<file path="config.mk">
export PLATFORM = sky130hd
export DESIGN_NAME = gimli_permutation_sequential
export DESIGN_NICKNAME = d
export VERILOG_FILES = /design/src/rtl/gimli_permutation_sequential.sv
export SDC_FILE = /design/constraint.sdc
export NUM_CORES = 1
export LEC_CHECK = 0
export CAP_MARGIN = 20
export CORE_AREA = 2 2 300 302
export DETAILED_ROUTE_END_ITERATION = 10
export DIE_AREA = 0 0 302 304
export GPL_TIMING_DRIVEN = 0
export SLEW_MARGIN = 20
export SYNTH_ARGS = -nofsm -noshare
export SYNTH_HDL_FRONTEND = slang
export SYNTH_SLANG_ARGS = --single-unit
</file>
<file path="constraint.sdc">
create_clock -name clk -period 2.08 [get_ports clk]
set_input_delay 0.208 -clock clk [delete_from_list [all_inputs] [get_ports clk]]
set_output_delay 0.208 -clock clk [all_outputs]
set_load 0.05 [all_outputs]
</file>
<file path="src/rtl/gimli_permutation_sequential.sv">
// Iterative Gimli-384 permutation: a combinational block of COMBINATIONAL_ROUNDS
// rounds is applied once per clock to a registered state, under a valid/ready FSM.

module gimli_permutation_rounds_combinational #(
  parameter int COMBINATIONAL_ROUNDS = 1
) (
  input  logic [383:0] state_i,
  input  logic [4:0]   round_i,
  output logic [383:0] new_state_o,
  output logic [4:0]   new_round_o,
  output logic         last_round_o
);

  typedef logic [11:0][31:0] gimli_state_t;

  // One Gimli round; rnd is the round number before it is decremented.
  function automatic gimli_state_t gimli_round(input gimli_state_t s_in, input logic [4:0] rnd);
    gimli_state_t s;
    logic [31:0]  x, y, z;
    s = s_in;
    for (int j = 0; j < 4; j++) begin
      x = {s[j][7:0], s[j][31:8]};
      y = {s[4+j][22:0], s[4+j][31:23]};
      z = s[8+j];
      s[8+j] = x ^ {z[30:0], 1'b0} ^ {y[29:0] & z[29:0], 2'b00};
      s[4+j] = y ^ x ^ {x[30:0] | z[30:0], 1'b0};
      s[j]   = z ^ y ^ {x[28:0] & y[28:0], 3'b000};
    end
    case (rnd[1:0])
      2'd0: begin
        s    = {s[11:4], s[2], s[3], s[0], s[1]};
        s[0] = s[0] ^ {24'h9e3779, 3'b000, rnd};
      end
      2'd2:    s = {s[11:4], s[1], s[0], s[3], s[2]};
      default: ;
    endcase
    return s;
  endfunction

  gimli_state_t st;
  logic [4:0]   rnd;

  always_comb begin
    // NOTE: every variable gets a value before the loop so no path infers a latch.
    st  = state_i;
    rnd = round_i;
    for (int k = 0; k < COMBINATIONAL_ROUNDS; k++) begin
      st  = gimli_round(st, rnd);
      rnd = rnd - 5'd1;
    end
    new_state_o = st;
    new_round_o = rnd;
  end

  assign last_round_o = (round_i == 5'(COMBINATIONAL_ROUNDS));

endmodule

module gimli_permutation_sequential #(
  // Must divide 24: 1, 2, 3, 4, 6, 8, 12 or 24.
  parameter int COMBINATIONAL_ROUNDS = 1
) (
  input  logic         clk,
  input  logic         arstn,
  input  logic [383:0] din,
  input  logic         din_valid,
  output logic         din_ready,
  output logic [383:0] dout,
  output logic         dout_valid,
  input  logic         dout_ready,
  output logic         busy
);

  typedef enum logic [1:0] {IDLE, RUN, DONE} fsm_e;

  fsm_e         fsm_q;
  logic [383:0] state_q, state_d;
  logic [4:0]   round_q, round_d;
  logic         last_round;
  logic         din_ready_q, dout_valid_q, busy_q;

  gimli_permutation_rounds_combinational #(
    .COMBINATIONAL_ROUNDS(COMBINATIONAL_ROUNDS)
  ) u_rounds (
    .state_i     (state_q),
    .round_i     (round_q),
    .new_state_o (state_d),
    .new_round_o (round_d),
    .last_round_o(last_round)
  );

  // NOTE: state registers use non-blocking assignments so every flop samples pre-edge values.
  always_ff @(posedge clk) begin
    if (!arstn) begin
      // NOTE: the wide state register is reset too, because dout must read zero after reset.
      fsm_q        <= IDLE;
      state_q      <= '0;
      round_q      <= '0;
      din_ready_q  <= 1'b1;
      dout_valid_q <= 1'b0;
      busy_q       <= 1'b0;
    end else begin
      case (fsm_q)
        IDLE: if (din_valid) begin
          fsm_q       <= RUN;
          state_q     <= din;
          round_q     <= 5'd24;
          din_ready_q <= 1'b0;
          busy_q      <= 1'b1;
        end
        RUN: begin
          state_q <= state_d;
          round_q <= round_d;
          if (last_round) begin
            fsm_q        <= DONE;
            dout_valid_q <= 1'b1;
          end
        end
        DONE: if (dout_ready) begin
          fsm_q        <= IDLE;
          din_ready_q  <= 1'b1;
          dout_valid_q <= 1'b0;
          busy_q       <= 1'b0;
        end
        default: begin
          fsm_q        <= IDLE;
          din_ready_q  <= 1'b1;
          dout_valid_q <= 1'b0;
          busy_q       <= 1'b0;
        end
      endcase
    end
  end

  assign din_ready  = din_ready_q;
  assign dout_valid = dout_valid_q;
  assign busy       = busy_q;
  assign dout       = state_q;

endmodule

</file>
# ---- Word level (Yosys, flattened, before mapping)
# Index checks and enable logic that the tools add are counted.
dict set report classes {
  muxes 17
  eq_ne 7
  bitwise_logic 39
  n_reduce_logical 7
  addsub 1
}
# cell n
set op_table {}
lappend op_table {{32-bit XOR} 25}
lappend op_table {{384-bit case mux with 2 select lines} 1}
lappend op_table {{384-bit two-way mux} 1}
lappend op_table {{128-bit case mux with 2 select lines} 1}
lappend op_table {{31-bit bitwise OR} 4}
lappend op_table {{30-bit AND} 4}
lappend op_table {{29-bit AND} 4}
lappend op_table {{5-bit case mux with 2 select lines} 1}
lappend op_table {{1-bit case mux with 3 select lines} 3}
lappend op_table {{3-bit AND reduction} 3}
lappend op_table {{2-bit two-way mux} 3}
lappend op_table {{2-bit inequality test (second input constant)} 3}
lappend op_table {{2-bit case mux with 3 select lines} 1}
lappend op_table {{5-bit by 1-bit equality test with 1-bit output (second input constant)} 1}
lappend op_table {{1-bit two-way mux} 5}
lappend op_table {{5-bit two-way mux} 1}
lappend op_table {{5-bit by 1-bit subtractor with 5-bit output (second input constant)} 1}
lappend op_table {{2-bit equality test (second input constant)} 2}
lappend op_table {{2-bit logical NOT} 2}
lappend op_table {{2-bit by 1-bit equality test with 1-bit output (second input constant)} 1}
lappend op_table {{1-bit NOT} 2}
lappend op_table {{2-bit AND reduction} 1}
lappend op_table {{2-bit nonzero test} 1}
dict set report totals {
  register_bits 394
  output_inout_bits 387
  inputBits 388
  elab_cells 77
}

# ---- Longest topological paths before layout
dict set report logic_depth {
  word_depth 5
  depth_mapped 9
  depth_no_buf 6
}

# ---- Cells and area by module
# Synthesis repeated with hierarchy kept, for this count alone.
dict set report unflattened {
  hier_cells 3071
  hier_area_um2 28318.4
}
# module seq_area_each_um2 area_per_inst_um2 instances cells_each
set by_module_without_submodules {}
lappend by_module_without_submodules {gimli_permutation_sequential 7887.6 18196.2 1 1790}
lappend by_module_without_submodules {gimli_permutation_rounds_combinational 0.0 10122.2 1 1281}

# ---- Least setup slack after synthesis
# No wires, ideal clock.
dict set report synth_timing {
  kind {reg2reg}
  startpoint {reg state_q[291] (netlist: dout[291])}
  endpoint {reg state_q[3] (netlist: dout[3])}
  arrival_ns 1.722
  setup_time_ns 0.095
  stages_incl_launch_ff 6
  path_slack_ns 0.263
  synth_period_minus_slack_ns 1.817
  required_ns 1.985
  n_path_buf 0
  path_cell_list {dfxtp_1 > ha_1 > xor2_1 > xor2_1 > nand2_1 > a221oi_1}
}
dict set report synth_via {
  elab_chain_cells 5
}
# element line
set synth_rtl {}
lappend synth_rtl {{start, declared} 77} ;# logic [383:0] state_q, state_d;
lappend synth_rtl {{start signal, assigned} 106} ;# state_q <= din;
lappend synth_rtl {{start signal, assigned} 112} ;# state_q <= state_d;
lappend synth_rtl {{32-bit XOR (2 in a row)} 27} ;# s[j] = z ^ y ^ {x[28:0] & y[28:0], 3'b000};
lappend synth_rtl {{32-bit XOR} 32} ;# s[0] = s[0] ^ {24'h9e3779, 3'b000, rnd};
lappend synth_rtl {{128-bit case mux with 2 select lines} 29} ;# case (rnd[1:0])
lappend synth_rtl {{384-bit case mux with 2 select lines} 103} ;# case (fsm_q)
# Every way passes these cells.
# A chain may end at the register's enable or synchronous reset.

# ---- Worst setup path in the final report
dict set report layout_timing {
  startpoint {reg state_q[157] (netlist: dout[157])}
  endpoint {reg state_q[38] (netlist: dout[38])}
}
dict set report layout_via {
  elab_chain_cells 4
}
# element line
set layout_rtl {}
lappend layout_rtl {{32-bit XOR (2 in a row)} 27}
lappend layout_rtl {{128-bit case mux with 2 select lines} 29}
lappend layout_rtl {{384-bit case mux with 2 select lines} 103}
# Every way passes these cells.

==> results.tsv <==
stage	metric	value	unit
floorplan	die height	304	µm
setup_path	reg-to-reg slack, setup	-0.10	ns
power	Peak VDD IR	603	µV
floorplan	initial core utilization	30.1	%
synthesis	top cells by count, synth	dfxtp_1, a21oi_1, a22oi_1, xnor2_1, nand2_1	
timing	Finish-stage setup viols	46	
drt	WL per Instance	34.1	µm
timing	Tmin final	2.18	ns
timing	Setup Skew	0.0286	ns
timing	Max-slew headroom	27.5	%
synthesis	Netlist Area Pre-Place	26800	µm²
clock_tree	H-tree Lvls	2	
final_layout	layout cells sized above 1	12.6	%
synthesis	register bit total from synthesis	394	
synthesis	top-area cell type share of the netlist area	29.4	%
clock_tree	register clock-pin slew on the reported worst setup and hold paths	0.06	ns
power	Static Leak	17.1	nW
synthesis	number of synthesized flops with an enable pin	0	
hold_path	hold-critical path depth	3	
timing	final hold viol count	0	
setup_path	Setup CP Type	flip-flop to flip-flop	
power	Sw Ratio	48.9	%
floorplan	core region area	89000	µm²
grt	first-pass GRT wire length	236	mm
setup_path	Cell Chain, Critical Path	ha_1 -> xor2_1 -> a22oi_1 -> a211oi_1 -> a21o_1	
grt	antenna violations before repair	16	
timing	Least-Margin Pin Slew	1.09	ns
hold_path	min-delay src	din[273]	
placed_design	hpwl dp	144	mm
power	Seq pwr share	27.7	%
setup_path	critical path fanouts, max	4	
synthesis	Async S/R FF share, synth	0	%
hold_path	Worst Hold End	dout[273]	
setup_path	Crit path required time	2.65	ns
grt	largest net degree at the start of global routing	13	
floorplan	die width	302	µm
setup_path	startpoint types	flip-flop	
grt	all-layer global routing usage	36.7	%
setup_path	R2R Path End	dout[38]	
floorplan	I/O Pins	775	
drt	Final ANT Viol Nets	0	
drt	routed wire length	176	mm
job	Max-Cap Viols	0	
synthesis	Avg Cell Area, Syn	8.60	µm²
timing	Slew Viols, Final	0	
clock_tree	Hold Buf Count CTS	0	
clock_tree	CTS root buf	clkbuf_16	
power	clock share of power	22.8	%
timing	setup TNS	-1.33	ns
hold_path	worst hold path class	input pin to flip-flop	
grt	number of global-route vias before repair	28753	
power	combinational share of power	49.5	%
clock_tree	CTS Buf Count	49	
final_layout	area delta synth->final	44.7	%
synthesis	Syn Nets	3745	
setup_path	CP Buf/Inv Count	0	
clock_tree	Worst-Skew Late Latency	0.63	ns
clock_tree	Setup Fix Bufs, Post-CTS	0	
setup_path	CP max stage delay	0.61	ns
synthesis	Post-Syn Instances	3117	
timing	worst setup margin	-0.103	ns
setup_path	Worst setup EP type	flip-flop	
final_layout	Fillers	9107	
drt	DR vias	30347	
synthesis	Yosys Warn Count	0	
floorplan	site row count	110	
synthesis	Yosys cell types	48	
synthesis	Primary FF master, synth	dfxtp_1	
synthesis	sequential fraction of the synthesis area	29.4	%
drt	# DRC	0	
setup_path	worst reg2reg startpoint	dout[157]	
power	Internal	20.5	mW
placed_design	gpl congestion	1.10	
final_layout	Layout Nets	4570	
setup_path	R2R depth	5	
clock_tree	clk sink count	394	
floorplan	die area	91800	µm²
setup_path	Critical Path AT	2.76	ns
grt	GRT Residual Overflow	0	
timing	RSZ-0062 raised after global routing	yes	
timing	hold slack	0.136	ns
power	Sw Pwr	19.7	mW
synthesis	largest cells by area after synthesis	dfxtp_1, ha_1, xnor2_1	
clock_tree	TritonCTS clock tree	built	
drt	initial drt markers	3432	
drt	DRT Pass-1 Iters	6	
setup_path	CP top delay family	compound AO/OA/AOI/OAI gates	
timing	fmax	458	MHz
timing	Tcrit/Tclk final	105	%
setup_path	slowest stage cell, crit path	xor2_1	
power	Pwr Density	1040	nW/µm²
synthesis	top-count cell post-synth	dfxtp_1	
synthesis	area leader, netlist	dfxtp_1	
placed_design	port bufs	773	
drt	vias per inst	5.87	
run_status	outcome	complete, but fails checks	
run_status	failing checks	negative setup slack	
clock_tree	maximum buffer depth of the clock tree	3	
==> metal layers <==
metal  up-vias  global-route usage, %  wire [µm]
li1      13022                      -          -
met5         -                      0          0
met3       413                   8.77      17200
met2      1967                   58.8      80100
met1     14945                   46.0      68900
met4         0                   18.1       9850
==> cell families after synthesis <==
family / share of synthesized area, %
and+or+nand+nor: 9.70
DFF: 29.4
buffers and inverters: 4.27
AOI/OAI and AO/OA: 31.0
adders and majority gates: 11.2
muxes: 0.149
xor gates and xnor gates: 14.3
==> worst register-to-register path, cell delays in order (launching register included) <==
cell,delay (ns)
dfxtp_1,0.53
ha_1,0.31
xor2_1,0.61
a22oi_1,0.29
a211oi_1,0.29
a21o_1,0.11
==> state kept, by name, summed over array words and instances, names as in the netlist <==
signal      cells
busy            1
din_ready       1
dout          384
dout_valid      1
fsm_q           2
round_q         5
==> layout by cell type (no fill, tap or decap), types with 14 or more instances in the layout <==
master / count
clkdlybuf4s50_1: 391
or3_1: 72
xor2_1: 61
a21oi_1: 318
o221a_2: 40
clkbuf_2: 27
ha_1: 240
buf_2: 88
o21ai_0: 113
a211oi_2: 44
nor2b_1: 60
a211oi_1: 51
nor2_1: 113
a21o_1: 92
clkbuf_1: 73
nand2_1: 261
a22o_1: 21
diode_2: 14
clkbuf_4: 26
dlygate4sd2_1: 371
clkbuf_16: 51
a21boi_0: 159
a311oi_1: 34
xnor2_1: 271
dfxtp_1: 388
buf_4: 26
nand3_1: 45
a22oi_1: 247
xor2_2: 91
a22oi_2: 35
==> what timing repair did <==
action	4_1_cts	5_1_grt
cloned	0	1
pin swaps	3	10
endpoints found under the setup margin	734	202
gates resized for setup	544	175
==> stage by stage <==
step                area, µm²  instances  utilization (%)  setup WS, ns  power (mW)
floorplan               26800       3117                -         0.263        21.3
CTS                     38100       5154             42.8      0.000265        39.1
global placement        36000       5066             40.5         -1.00        30.0
global route            38800       5164             43.6       -0.0199        41.1
detailed placement      36000       5066             40.5         -1.02        30.1
finish                  38800       5169             43.6        -0.103        40.2
==> how the worst max path moves through the flow <==
stage,from,end,cells past startpoint
floorplan,dout[291],dout[3],5
global placement,arstn,dout[352],6
detailed placement,arstn,dout[320],6
CTS,dout[139],dout[139],1
global route,round_q[0],dout[109],9
finish,dout[157],dout[38],5
==> area by class of cell <==
| type | count | area (µm²) | share of cell area [%] |
|---|---|---|---|
| Sequential cell | 394 | 7900 | 20.3 |
| Tap cell | 1176 | 1470 | 3.79 |
| Timing Repair Buffer | 774 | 7300 | 18.8 |
| Multi-Input combinational cell | 2473 | 19100 | 49.2 |
| Antenna cell | 14 | 35.0 | 0.0903 |
| Clock buffer | 67 | 1420 | 3.65 |
| Inverter | 7 | 31.3 | 0.0806 |
| Buffer | 243 | 1300 | 3.35 |
| Clock inverter | 21 | 250 | 0.645 |
==> power groups by stage <==
stage	Sequential, mW	Combinational, mW	Clock, mW
after floorplan	13.8	7.52	0
after global placement	11.2	18.8	0
after detailed placement	11.2	18.9	0
after CTS	11.0	18.9	9.14
after global routing	11.2	20.5	9.47
final	11.2	19.9	9.15
Note: power is estimated with default switching activity, not from simulation.
